===== src/rtl/uart_pkg.sv =====
// Shared types and register map for the memory-mapped UART transmitter.
package uart_pkg;

    // Transmit FSM states
    typedef enum logic [1:0] {
        IDLE  = 2'd0,
        START = 2'd1,
        DATA  = 2'd2,
        STOP  = 2'd3
    } uart_state_t;

    // Register byte offsets on the data-memory bus
    localparam logic [3:0] UART_OFF_TXDATA  = 4'h0;
    localparam logic [3:0] UART_OFF_STATUS  = 4'h4;
    localparam logic [3:0] UART_OFF_BAUDDIV = 4'h8;

    // STATUS bit positions
    localparam int STAT_FULL  = 0;
    localparam int STAT_EMPTY = 1;
    localparam int STAT_BUSY  = 2;
    localparam int STAT_OVF   = 3;

    // Assemble the STATUS read word; upper bits read as zero
    function automatic logic [31:0] status_word(
        input logic full,
        input logic empty,
        input logic busy,
        input logic ovf
    );
        logic [31:0] w;
        w            = '0;
        w[STAT_FULL]  = full;
        w[STAT_EMPTY] = empty;
        w[STAT_BUSY]  = busy;
        w[STAT_OVF]   = ovf;
        return w;
    endfunction

endpackage


===== src/rtl/uart_tx_mmio_fifo.sv =====
// Synchronous first-word-fall-through FIFO used as the UART transmit buffer.
// Head data is visible combinationally so the FSM can load it on the pop edge.
module sync_fifo #(
    parameter int WIDTH = 8,
    parameter int DEPTH = 8
) (
    input  logic             clk,
    input  logic             rst,
    input  logic             push,
    input  logic [WIDTH-1:0] din,
    input  logic             pop,
    output logic             full,
    output logic             empty,
    output logic [WIDTH-1:0] dout
);

    localparam int AW = $clog2(DEPTH);

    // One extra pointer bit distinguishes full from empty when indices match
    logic [AW:0]      r_wr_ptr;
    logic [AW:0]      r_rd_ptr;
    logic [WIDTH-1:0] r_mem [DEPTH];

    logic w_push_ok;
    logic w_pop_ok;

    assign empty = (r_wr_ptr == r_rd_ptr);
    assign full  = (r_wr_ptr[AW] != r_rd_ptr[AW]) &&
                   (r_wr_ptr[AW-1:0] == r_rd_ptr[AW-1:0]);

    // A push while full is still accepted when a pop frees the head slot
    assign w_push_ok = push && (!full || pop);
    assign w_pop_ok  = pop && !empty;

    assign dout = r_mem[r_rd_ptr[AW-1:0]];

    // Storage array; contents need no reset since pointers define validity
    always_ff @(posedge clk) begin
        if (w_push_ok) begin
            r_mem[r_wr_ptr[AW-1:0]] <= din;
        end
    end

    // Pointer update; wrap-around is carried by the extra MSB
    always_ff @(posedge clk) begin
        if (rst) begin
            r_wr_ptr <= '0;
            r_rd_ptr <= '0;
        end else begin
            if (w_push_ok) begin
                r_wr_ptr <= r_wr_ptr + 1'b1;
            end
            if (w_pop_ok) begin
                r_rd_ptr <= r_rd_ptr + 1'b1;
            end
        end
    end

endmodule


===== src/rtl/uart_tx_mmio.sv =====
// Memory-mapped 8N1 UART transmitter: register decode, baud divisor,
// sticky overflow flag, transmit FIFO and the serialising FSM.
module uart_tx_mmio
    import uart_pkg::*;
#(
    parameter int FIFO_DEPTH = 8,
    parameter int DIV_RESET  = 868,
    parameter int DIV_W      = 16
) (
    input  logic        clk,
    input  logic        rst,
    input  logic        sel_i,
    input  logic        we_i,
    input  logic [3:0]  addr_i,
    input  logic [31:0] wdata_i,
    output logic [31:0] rdata_o,
    output logic        tx_o,
    output logic        irq_o
);

    // Bus write decode
    logic w_push;
    logic w_stat_wr;
    logic w_div_wr;

    assign w_push    = sel_i && we_i && (addr_i == UART_OFF_TXDATA);
    assign w_stat_wr = sel_i && we_i && (addr_i == UART_OFF_STATUS);
    assign w_div_wr  = sel_i && we_i && (addr_i == UART_OFF_BAUDDIV);

    // Bits of the store data that no register keeps
    logic w_unused_wdata;
    assign w_unused_wdata = ^wdata_i[31:DIV_W];

    // Registers
    logic [DIV_W-1:0] r_div;
    logic             r_ovf;
    uart_state_t      r_state;
    logic [7:0]       r_shift;
    logic [2:0]       r_bit_cnt;
    logic [DIV_W-1:0] r_baud_cnt;
    logic [DIV_W-1:0] r_frame_div;
    logic             r_tx;

    // FIFO interface
    logic       w_fifo_full;
    logic       w_fifo_empty;
    logic [7:0] w_fifo_dout;
    logic       w_pop;
    logic       w_bit_end;

    assign w_bit_end = (r_baud_cnt == '0);

    // A new frame starts from IDLE, or directly out of the last STOP cycle
    // so back-to-back frames have no idle gap.
    assign w_pop = !w_fifo_empty &&
                   ((r_state == IDLE) || ((r_state == STOP) && w_bit_end));

    sync_fifo #(
        .WIDTH (8),
        .DEPTH (FIFO_DEPTH)
    ) u_fifo (
        .clk   (clk),
        .rst   (rst),
        .push  (w_push),
        .din   (wdata_i[7:0]),
        .pop   (w_pop),
        .full  (w_fifo_full),
        .empty (w_fifo_empty),
        .dout  (w_fifo_dout)
    );

    // Baud divisor register; zero would stall the counter so it is stored as 1
    always_ff @(posedge clk) begin
        if (rst) begin
            r_div <= DIV_W'(DIV_RESET);
        end else if (w_div_wr) begin
            if (wdata_i[DIV_W-1:0] == '0) begin
                r_div <= DIV_W'(1);
            end else begin
                r_div <= wdata_i[DIV_W-1:0];
            end
        end
    end

    // Sticky overflow: set when a byte is dropped, cleared by any STATUS write
    always_ff @(posedge clk) begin
        if (rst) begin
            r_ovf <= 1'b0;
        end else if (w_stat_wr) begin
            r_ovf <= 1'b0;
        end else if (w_push && w_fifo_full && !w_pop) begin
            r_ovf <= 1'b1;
        end
    end

    // Transmit FSM with registered serial output and baud/bit counters.
    // The divisor is latched per frame so mid-frame BAUDDIV writes only
    // take effect on the following frame.
    always_ff @(posedge clk) begin
        if (rst) begin
            r_state     <= IDLE;
            r_tx        <= 1'b1;
            r_shift     <= '0;
            r_bit_cnt   <= '0;
            r_baud_cnt  <= '0;
            r_frame_div <= DIV_W'(DIV_RESET);
        end else begin
            case (r_state)
                IDLE: begin
                    if (w_pop) begin
                        r_state     <= START;
                        r_tx        <= 1'b0;
                        r_shift     <= w_fifo_dout;
                        r_bit_cnt   <= '0;
                        r_baud_cnt  <= r_div - 1'b1;
                        r_frame_div <= r_div;
                    end
                end
                START: begin
                    if (w_bit_end) begin
                        r_state    <= DATA;
                        r_tx       <= r_shift[0];
                        r_baud_cnt <= r_frame_div - 1'b1;
                    end else begin
                        r_baud_cnt <= r_baud_cnt - 1'b1;
                    end
                end
                DATA: begin
                    if (w_bit_end) begin
                        r_baud_cnt <= r_frame_div - 1'b1;
                        if (r_bit_cnt == 3'd7) begin
                            r_state <= STOP;
                            r_tx    <= 1'b1;
                        end else begin
                            r_bit_cnt <= r_bit_cnt + 1'b1;
                            r_shift   <= {1'b0, r_shift[7:1]};
                            r_tx      <= r_shift[1];
                        end
                    end else begin
                        r_baud_cnt <= r_baud_cnt - 1'b1;
                    end
                end
                STOP: begin
                    if (w_bit_end) begin
                        if (w_pop) begin
                            r_state     <= START;
                            r_tx        <= 1'b0;
                            r_shift     <= w_fifo_dout;
                            r_bit_cnt   <= '0;
                            r_baud_cnt  <= r_div - 1'b1;
                            r_frame_div <= r_div;
                        end else begin
                            r_state <= IDLE;
                        end
                    end else begin
                        r_baud_cnt <= r_baud_cnt - 1'b1;
                    end
                end
                default: begin
                    r_state <= IDLE;
                    r_tx    <= 1'b1;
                end
            endcase
        end
    end

    assign tx_o  = r_tx;
    assign irq_o = w_fifo_empty && (r_state == IDLE);

    // Combinational read mux; the single-cycle core needs load data this cycle
    always_comb begin
        rdata_o = '0;
        if (sel_i) begin
            case (addr_i)
                UART_OFF_STATUS: begin
                    rdata_o = status_word(w_fifo_full, w_fifo_empty,
                                          (r_state != IDLE), r_ovf);
                end
                UART_OFF_BAUDDIV: begin
                    rdata_o = 32'(r_div);
                end
                default: begin
                    rdata_o = '0;
                end
            endcase
        end
    end

endmodule

===== config.mk =====
export PLATFORM = sky130hd
export DESIGN_NAME = uart_tx_mmio
export DESIGN_NICKNAME = d
export VERILOG_FILES = /design/src/rtl/uart_pkg.sv /design/src/rtl/uart_tx_mmio_fifo.sv /design/src/rtl/uart_tx_mmio.sv
export SDC_FILE = /design/constraint.sdc
export NUM_CORES = 1
export LEC_CHECK = 0
export CAP_MARGIN = 5
export CORE_ASPECT_RATIO = 1.2
export CORE_MARGIN = 5
export CORE_UTILIZATION = 50
export DETAILED_ROUTE_END_ITERATION = 16
export DONT_BUFFER_PORTS = 1
export GPL_TIMING_DRIVEN = 0
export HOLD_SLACK_MARGIN = 0.05
export SYNTH_ARGS = -nofsm -noshare
export SYNTH_HDL_FRONTEND = slang
export SYNTH_SLANG_ARGS = --single-unit
export TNS_END_PERCENT = 20

===== constraint.sdc =====
create_clock -name clk -period 5.5 [get_ports clk]
set_input_delay 1.1 -clock clk [delete_from_list [all_inputs] [get_ports clk]]
set_output_delay 1.1 -clock clk [all_outputs]
set_load 0.1 [all_outputs]

# Word level (Yosys, flattened, before mapping)
# Memory sizes are Yosys's and may differ from the RTL's. A register that Yosys moved wholly into a read port is not among the register bits.
# Cells that the tools add are included.
[totals] register_bits=71 mem_bits_rw=64 in_bits=40 out_inout_bits=34 word_cells=99 mem_count=1
[classes] addsub=6 n_eq_ne=15 n_mux=37 reduce_logical=30
[memory_table] name="u_fifo.r_mem" words=8 word_bits=8 read_ports=1 rd_ports_with_merged_regs=1 write_ports=1 line_no="uart_tx_mmio_fifo.sv:22" text="logic [WIDTH-1:0] r_mem [DEPTH];"
[op_table] operator="$mux W16" count=7
[op_table] operator="$pmux W16 S2" count=2
[op_table] operator="$pmux W16 S3" count=1
[op_table] operator="$sub A16 B1 Y16 const B" count=3
[op_table] operator="$logic_not A16 Y1" count=2
[op_table] operator="$mux W8" count=4
[op_table] operator="$pmux W8 S3" count=1
[op_table] operator="$mux W3" count=6
[op_table] operator="$logic_and A1 B1 Y1" count=12
[op_table] operator="$mux W2" count=5
[op_table] operator="$ne A2 B2 Y1 const B" count=5
[op_table] operator="$pmux W3 S3" count=1
[op_table] operator="$add A4 B1 Y4 const B" count=2
[op_table] operator="$mux W1" count=8
[op_table] operator="$pmux W2 S4" count=1
[op_table] operator="$reduce_and A5 Y1" count=1
[op_table] operator="$eq A2 B2 Y1 const B" count=2
[op_table] operator="$eq A4 B3 Y1 const B" count=1
[op_table] operator="$eq A4 B4 Y1" count=1
[op_table] operator="$eq A4 B4 Y1 const B" count=1
[op_table] operator="$logic_not A4 Y1" count=1
[op_table] operator="$pmux W1 S4" count=1
[op_table] operator="$reduce_and A4 Y1" count=1
[op_table] operator="$reduce_bool A2 Y1" count=2
[op_table] operator="13 further kinds" count=17

# Logic depth before layout (Yosys ltp)
# Gate-level depths: netlist of the first run.
[logic_depth] ltp_word=8 depth_mapped=10 depth_no_buf=8

# Cells and area by module
# A second synthesis of the first run with hierarchy kept.
[unflattened] cells_unflattened=675 hier_area_um2=7136.8
[by_module_without_submodules] module="uart_tx_mmio" n_inst=1 cells_per_inst=511 area_each_um2=4120.2 seq_area_each_um2=1261.2
[by_module_without_submodules] module="sync_fifo" n_inst=1 cells_per_inst=164 area_each_um2=3016.6 seq_area_each_um2=2142.1

# Worst setup path after synthesis of the first run
# No wires, ideal clock.
[synth_path] kind="input to output" from="input port addr_i[1]" to="output port rdata_o[0]" arrival_ns=3.133 t_required_ns=4.400 setup_slack_ns=1.267 path_stages=3 n_path_buf=0 path_cell_list="nor4b_2 > a22oi_1 > nor2b_1"
[synth_between] elab_chain_len=3 elab_cells_between_ends=4
[synth_rtl] item="from (decl)" line_no="uart_tx_mmio.sv:14" text="input logic [3:0] addr_i,"
[synth_rtl] item="$eq A4 B4 Y1 / $eq A4 B3 Y1 (equally long branches)" line_no="uart_tx_mmio.sv:174" text="case (addr_i)"
[synth_rtl] item="$pmux W16 S2 *" line_no="uart_tx_mmio.sv:174"
[synth_rtl] item="$mux W16 *" line_no="uart_tx_mmio.sv:173" text="if (sel_i) begin"
[synth_rtl] item="to (decl)" line_no="uart_tx_mmio.sv:16" text="output logic [31:0] rdata_o,"
# Mark *: on every way between the ends. The rest lies on a longest branch, timed or not.

# Final worst setup path of the first run
[layout_path] from="register u_fifo.r_wr_ptr[1]" to="output port rdata_o[1]"
[layout_between] elab_chain_len=3
[layout_rtl] item="from (decl)" line_no="uart_tx_mmio_fifo.sv:20" text="logic [AW:0] r_wr_ptr;"
[layout_rtl] item="from (signal assigned)" line_no="uart_tx_mmio_fifo.sv:51" text="r_wr_ptr <= r_wr_ptr + 1'b1;"
[layout_rtl] item="$eq A4 B4 Y1" line_no="uart_tx_mmio_fifo.sv:27" text="assign empty = (r_wr_ptr == r_rd_ptr);"
[layout_rtl] item="$pmux W16 S2" line_no="uart_tx_mmio.sv:174"
[layout_rtl] item="$mux W16" line_no="uart_tx_mmio.sv:173"
# Every way passes these cells.

==> summary.txt, run 1 <==
Die
  • Core area: 13,700 um2
  • Die Ht: 139 um
  • Die area: 16,400 um2
  • Site Rows: 47
  • Initial Utilization: about 51%
  • IO Count: 74
  • Die width: ~120 um

Synth
  • Most frequent cell after synthesis: nand2_1
  • Top FF cell, synth: dfxtp_1
  • Flops & latches, synth: 138
  • Post-synthesis cell type count: 70
  • Sequential area share after synthesis: 49.0%
  • Post-Syn Area: 6950 um2
  • Area contributors post-synth: edfxtp_1 28%, dfxtp_1 21%, mux4_2 5.2%
  • Async SR Flop Fraction: 0%
  • Yosys warnings: 0
  • Syn avg cell area: 10.3 um2
  • Cells after Synth: 677
  • Yosys top cell area share: 27.7%
  • Cell taking the most area after synthesis: edfxtp_1
  • Commonest cells in the netlist: 77 x nand2_1, 74 x dfxtp_1, 64 x edfxtp_1, 60 x nor2_1, 39 x a21oi_1
  • Post-synth EDFFs: 64

Run
  • Max cap viols: 0

Clocking
  • Clock net sink count: 138
  • Clk_lat worst skew: 0.42 ns
  • Post-CTS Setup Bufs: 0
  • CTS Buf Count: 17
  • Clock transition at the registers of the reported paths: 0.06 ns
  • Cts repair resizes: 0
  • Post-CTS Hold Buffers: 0
  • CTS tree: done
  • Clock Path Buffers: 2
  • Number of H-tree levels: 4
  • Root buf cell: clkbuf_16

Drt
  • Avg WL per Cell: 19.2 um
  • Drt pass-1 iters: 7
  • ANT nets after route: 0
  • Residual DRC: 0
  • Via count: around 5,100
  • Via density: 5.69
  • 1st-iter DRT viols: 350
  • WL final: 17,300 um

Power
  • VDD IR max: about 0.0011 V
  • Leak: roughly 0.0029 uW
  • Pwr dens: 556 nW/um2

Worst setup path
  • Arrival @ worst endpoint: 3.26 ns
  • Critical Path End Type: output pin
  • Critical path class: reg2out
  • Worst-path fanout max: 10
  • CP required: 4.40 ns
  • CP Launch Type: register
  • R2r setup slk: roughly 1.9 ns

Cells and area
  • Antenna Cells: 0
  • P&R area growth vs syn: 13.0%
  • Fin nets: 767
  • Final Cell Area: 7850 um2
  • Util after Layout: 57.3%
  • Layout cells sized above 1: 14.3%

Placed design
  • RD Place Congestion: 0.865
  • Placement Setup Slack: 1.35 ns
  • Port bufs: 0
  • Area after DPL: 7250 um2
  • Post-DP HPWL: approximately 13,000 um

Timing
  • Final worst slack: 1.14 ns
  • # setup viols final: 0
  • Slew HR: between 20% and 30%
  • Pins over their slew limit: 0
  • Unrepaired setup endpoints after global routing: no
  • Fmax: 229 MHz
  • Fin crit share: between 70% and 80%
  • Clock Skews: 0.0156 ns
  • Slew at the pin closest to its max-slew limit: 1.18 ns
  • Min Tclk post-route: between 4 and 5 ns
  • Final Hold Vio Count: 0
  • Setup TNS: 0 ns

Global routing
  • GRT overflow: 0
  • Pin count of the biggest net entering global routing: 17
  • Global-route wire length before repair: 27,600 um
  • Tot GR Track Use: 21.3%
  • Initial antenna violation count: 0
  • Vias in the first global route: 5,141

Outcome
  • Outcome: finished, final reports clean

Min path
  • HP Class: reg2reg
-- state kept, by name (all words and copies together) (netlist names), 2 cells and up, named ones only --
name and count:
u_fifo.r_mem 64, r_baud_cnt 16, r_div 16, r_frame_div 16, r_shift 8, u_fifo.r_rd_ptr 4, u_fifo.r_wr_ptr 4, r_bit_cnt 3
r_state 2
-- per-stage QoR --
| step | hold WS [ns] | power [uW] | std cells |
|---|---|---|---|
| after floorplan | 0.432 | 2770 | 692 |
| after global placement | 0.466 | 3190 | 863 |
| after detailed placement | 0.486 | 3200 | 866 |
| after CTS | 0.503 | 4350 | 898 |
| after global routing | 0.502 | 4570 | 899 |
| final | 0.496 | 4360 | 899 |
-- layout make-up --
| type | instances | area, um2 |
|---|---|---|
| multi-input cells | 486 | 3280 |
| fillers | 1201 | 5850 |
| flip-flops and latches | 138 | 3400 |
| plain buffers | 53 | 282 |
| well taps | 171 | 214 |
| clock inverters | 15 | 166 |
| clock buffers | 17 | 425 |
| repair buffers | 4 | 25.0 |
| inverters | 15 | 56.3 |
-- cell families (layout without fill, tap and decap cells) --
kind of cell,after synthesis,after routing,share of synthesized area (%)
XOR/XNOR,46,46,5.80
AO/OA/AOI/OAI,122,122,10.7
other,1,16,0.0540
flip-flops,138,138,49.0
multiplexers,41,41,8.82
buffers and inverters,68,104,4.86
AND/OR/NAND/NOR,249,249,18.6
adder cells (fa/ha/maj),12,12,2.16
-- layout by cell type (no fill, tap or decap), drive strengths merged, types with 3 or more instances in the layout --
cell      count
mux2i        23
nand3        18
a22oi         5
or4           5
o211ai        3
nand2        77
or3           4
nor3         17
and3         15
o22ai        13
a2bb2oi       3
nor4b         5
clkinvlp      4
o21ai        34
conb         16
and2          4
or2           3
mux4         16
nor4         15
clkinv        5
inv          19
edfxtp       64
buf          29
xnor2        18
clkbuf       45
dfxtp        74
nand2b        5
a22o          4
nor3b         5
ha           12
a21oi        40
nand3b        4
nor2         62
xor2         28
nor2b         4
-- final timing paths --
check	start	endpoint	cells past startpoint
worst max-delay path	u_fifo.r_wr_ptr[1]	rdata_o[1]	6
worst max register to register	r_baud_cnt[0]	u_fifo.r_mem[4][5]	7
worst min register to register	r_bit_cnt[2]	r_bit_cnt[2]	1
worst min-delay path	r_bit_cnt[2]	r_bit_cnt[2]	1
-- critical path: stages, from the launching register on --
cell and delay (ns):
dfxtp_1 0.30, buf_2 0.17, xor2_1 0.21, nor4b_4 0.64, clkbuf_1 0.43, a22oi_1 0.20
nor2b_2 0.88
-- metal layers --
layer / track usage (%) / wire length (um) / up-vias / share of wire, %
met5: 0 / 0 / - / 0
met4: 8.33 / 504 / 0 / 2.9
met3: 6.00 / 892 / 34 / 5.2
met2: 38.2 / 9180 / 137 / 53
met1: 23.8 / 6710 / 2443 / 39
li1: - / - / 2500 / -
-- report_power, final --
part	total [uW]	internal [uW]	leakage (uW)	switching (uW)
clock	1130	674	0.000277	460
sequential	1310	1170	0.00117	132
combinational	1920	734	0.00143	1190
total	4360	2580	0.00288	1780
No activity file was read; power rests on OpenSTA's default activity.
==> run 2: changes to the inputs <==
==> constraint.sdc (replaced) <==
create_clock -name clk -period 4.5 [get_ports clk]
set_input_delay 0.9 -clock clk [delete_from_list [all_inputs] [get_ports clk]]
set_output_delay 0.9 -clock clk [all_outputs]
set_load 0.1 [all_outputs]
==> results of run 2 <==
The final DEF is identical to that of run 1. Status: finished, final reports clean.
Among the figures that moved: setup slack after placement 1.35 ns -> 0.750 ns; setup slack after layout 1.14 ns -> 0.340 ns; register-to-register setup slack 1.88 ns -> 0.88 ns; total power 4360 uW -> 5330 uW; worst IR drop on VDD 0.00107 V -> 0.00131 V
==> run 3: changes to the inputs <==
--- a/config.mk
+++ b/config.mk
@@ -7,12 +7,12 @@
 export LEC_CHECK = 0
 export CAP_MARGIN = 5
 export CORE_ASPECT_RATIO = 1.2
-export CORE_MARGIN = 5
+export CORE_MARGIN = 2
 export CORE_UTILIZATION = 50
 export DETAILED_ROUTE_END_ITERATION = 16
 export DONT_BUFFER_PORTS = 1
 export GPL_TIMING_DRIVEN = 0
-export HOLD_SLACK_MARGIN = 0.05
+export HOLD_SLACK_MARGIN = 0.1
 export SYNTH_ARGS = -nofsm -noshare
 export SYNTH_HDL_FRONTEND = slang
 export SYNTH_SLANG_ARGS = --single-unit
==> run 3 against run 2 <==
  * Critical path depth stayed put
  * Combinational power about the same
  * Clock power barely moved
  * Clock-buffer cell count is the same
  * Via count decreased by 1.5%
  * Setup slack gained 0.029 ns
  * Sequential cell count unchanged
  * Sequential power is essentially flat
  * Register-to-register slack got worse by 0.04 ns
  * Clock skew fell by 0.0076 ns
  * Critical path type unchanged
  * Largest cell class unchanged
  * Largest power group unchanged
==> summary.txt, run 3 (synthesized netlist as in run 1, its figures left out) <==
Worst setup path
  • Critical Path End Type: output pin (unchanged)
  • Arrival @ worst endpoint: 3.23 ns (was 3.26 ns)
  • CP required: 3.60 ns (about the same)
  • Critical path class: reg2out (unchanged)
  • CP Launch Type: register (unchanged)
  • Worst-path fanout max: 10 (unchanged)

Clocking
  • CTS tree: done (unchanged)
  • Clock transition at the registers of the reported paths: 0.06 ns (about the same)
  • CTS Buf Count: 17 (unchanged)
  • Root buf cell: clkbuf_16 (unchanged)
  • Number of H-tree levels: 4 (unchanged)
  • Clock net sink count: 138 (unchanged)
  • Clk_lat worst skew: 0.42 ns (about the same)
  • Post-CTS Setup Bufs: 0 (unchanged)
  • Cts repair resizes: 0 (unchanged)
  • Clock Path Buffers: 2 (unchanged)
  • Post-CTS Hold Buffers: 0 (unchanged)

Die
  • Site Rows: 47 (unchanged)
  • IO Count: 74 (unchanged)
  • Die area: 14,900 um2 (was 16,400 um2)
  • Die width: 112 um (was 118 um)
  • Die Ht: 133 um (was 139 um)
  • Core area: 13,700 um2 (unchanged)
  • Initial Utilization: 50.7% (unchanged)

Cells and area
  • Layout cells sized above 1: 14.1% (was 14.3%)
  • P&R area growth vs syn: 13.0% (about the same)
  • Final std cells w/o fill: 899 (unchanged)
  • Antenna Cells: 0 (unchanged)
  • Max reg flops: 64 (unchanged)
  • Commonest non-fill, non-tap cell in the layout: nand2_1 (unchanged)
  • Fin nets: 767 (unchanged)
  • Commonest cells after routing, fill and taps aside: 77 x nand2_1, 74 x dfxtp_1, 64 x edfxtp_1 (unchanged)
  • Fillers: 1,176 (was 1,201)
  • Util after Layout: 57.3% (about the same)

Drt
  • Residual DRC: 0 (unchanged)
  • Drt pass-1 iters: 5 (was 7)
  • Via density: 5.61 (was 5.69)
  • WL final: 17,200 um (was 17,300 um)
  • Avg WL per Cell: 19.1 um (was 19.2 um)
  • ANT nets after route: 0 (unchanged)
  • Via count: 5,039 (was 5,114)
  • 1st-iter DRT viols: 256 (was 350)

Power
  • Pwr dens: 678 nW/um2 (was 679 nW/um2)
  • Leak: 0.00288 uW (about the same)
  • VDD IR max: 0.00137 V (was 0.00131 V)

Global routing
  • GRT overflow: 0 (unchanged)
  • Pin count of the biggest net entering global routing: 17 (unchanged)
  • Global-route wire length before repair: 27,600 um (about the same)
  • Tot GR Track Use: 24.3% (was 21.3%)
  • Vias in the first global route: 5,131 (was 5,141)
  • Initial antenna violation count: 0 (unchanged)

Timing
  • Pins over their slew limit: 0 (unchanged)
  • Min Tclk post-route: 4.13 ns (was 4.16 ns)
  • Unrepaired setup endpoints after global routing: no (unchanged)
  • Final Hold Vio Count: 0 (unchanged)
  • Slew at the pin closest to its max-slew limit: 1.19 ns (was 1.18 ns)
  • Fmax: 242 MHz (was 240 MHz)
  • # setup viols final: 0 (unchanged)
  • Setup TNS: 0 ns (unchanged)
  • Fin crit share: 91.8% (was 92.4%)
  • Clock Skews: 0.00797 ns (was 0.0156 ns)
  • Slew HR: 20.2% (was 20.8%)

Placed design
  • Post-DP HPWL: 13,000 um (about the same)
  • Cells after DPL: 866 (unchanged)
  • Port bufs: 0 (unchanged)
  • RD Place Congestion: 0.855 (was 0.865)

Outcome
  • Outcome: finished, final reports clean (unchanged)

Run
  • Max cap viols: 0 (unchanged)

Min path
  • HP Class: reg2reg (unchanged)
[run 3: cell count changes in the layout (fill, tap and decap cells not counted)]
cell / previous run / this run
clkinv_4: 5 / 4
clkinvlp_2: 1 / 0
clkinv_1: 0 / 1
inv_6: 4 / 5
[run 3: where the power goes]
| group | internal (uW) | leakage, uW | switching, uW | total (uW) |
|---|---|---|---|---|
| sequential | 1430 | 0.00117 | 164 | 1600 |
| clock | 825 | 0.000279 | 568 | 1390 |
| combinational | 897 | 0.00143 | 1430 | 2330 |
| total | 3160 | 0.00288 | 2160 | 5320 |
[run 3: critical path: stages (launching register included)]
cell and delay (ns):
dfxtp_1 0.31, buf_2 0.18, xor2_1 0.22, nor4b_4 0.62
clkbuf_1 0.42, a22oi_1 0.19, nor2b_2 0.87
[run 3: area by class of cell]
cell class                      instances  area [um2]  area share (%)
Sequential cell                       138        3400            43.4
Multi-Input combinational cell        486        3280            41.8
Clock buffer                           17         425            5.42
Buffer                                 53         282            3.59
Tap cell                              171         214            2.73
Clock inverter                         15         165            2.10
Inverter                               15        56.3           0.717
Timing Repair Buffer                    4        25.0           0.319
[run 3: worst paths after layout]
check | from | end | slack [ns] | cells after the start
worst max-delay path | u_fifo.r_wr_ptr[0] | rdata_o[1] | 0.37 | 6
worst min-delay path | r_bit_cnt[1] | r_bit_cnt[1] | 0.50 | 1
worst max register to register | r_baud_cnt[0] | u_fifo.r_mem[4][7] | 0.84 | 7
worst min register to register | r_bit_cnt[1] | r_bit_cnt[1] | 0.50 | 1
[run 3: per-stage QoR]
step | total power, uW | setup WS, ns | hold WS (ns) | area, um2
5_1_grt | 5650 | 0.183 | 0.514 | 7850
3_5_place_dp | 3930 | 0.776 | 0.486 | 7250
4_1_cts | 5330 | 0.322 | 0.497 | 7840
6_report | 5320 | 0.369 | 0.500 | 7850
3_3_place_gp | 3900 | 0.254 | 0.466 | 7220
2_1_floorplan | 3390 | 0.667 | 0.432 | 7000
[run 3: metal layers]
metal	GRT usage (%)	part of all wire [%]	routed length [um]
met5	0	0	0
met4	9.05	2.7	462
met2	43.6	53	9180
met1	27.1	39	6670
met3	7.32	5.2	903
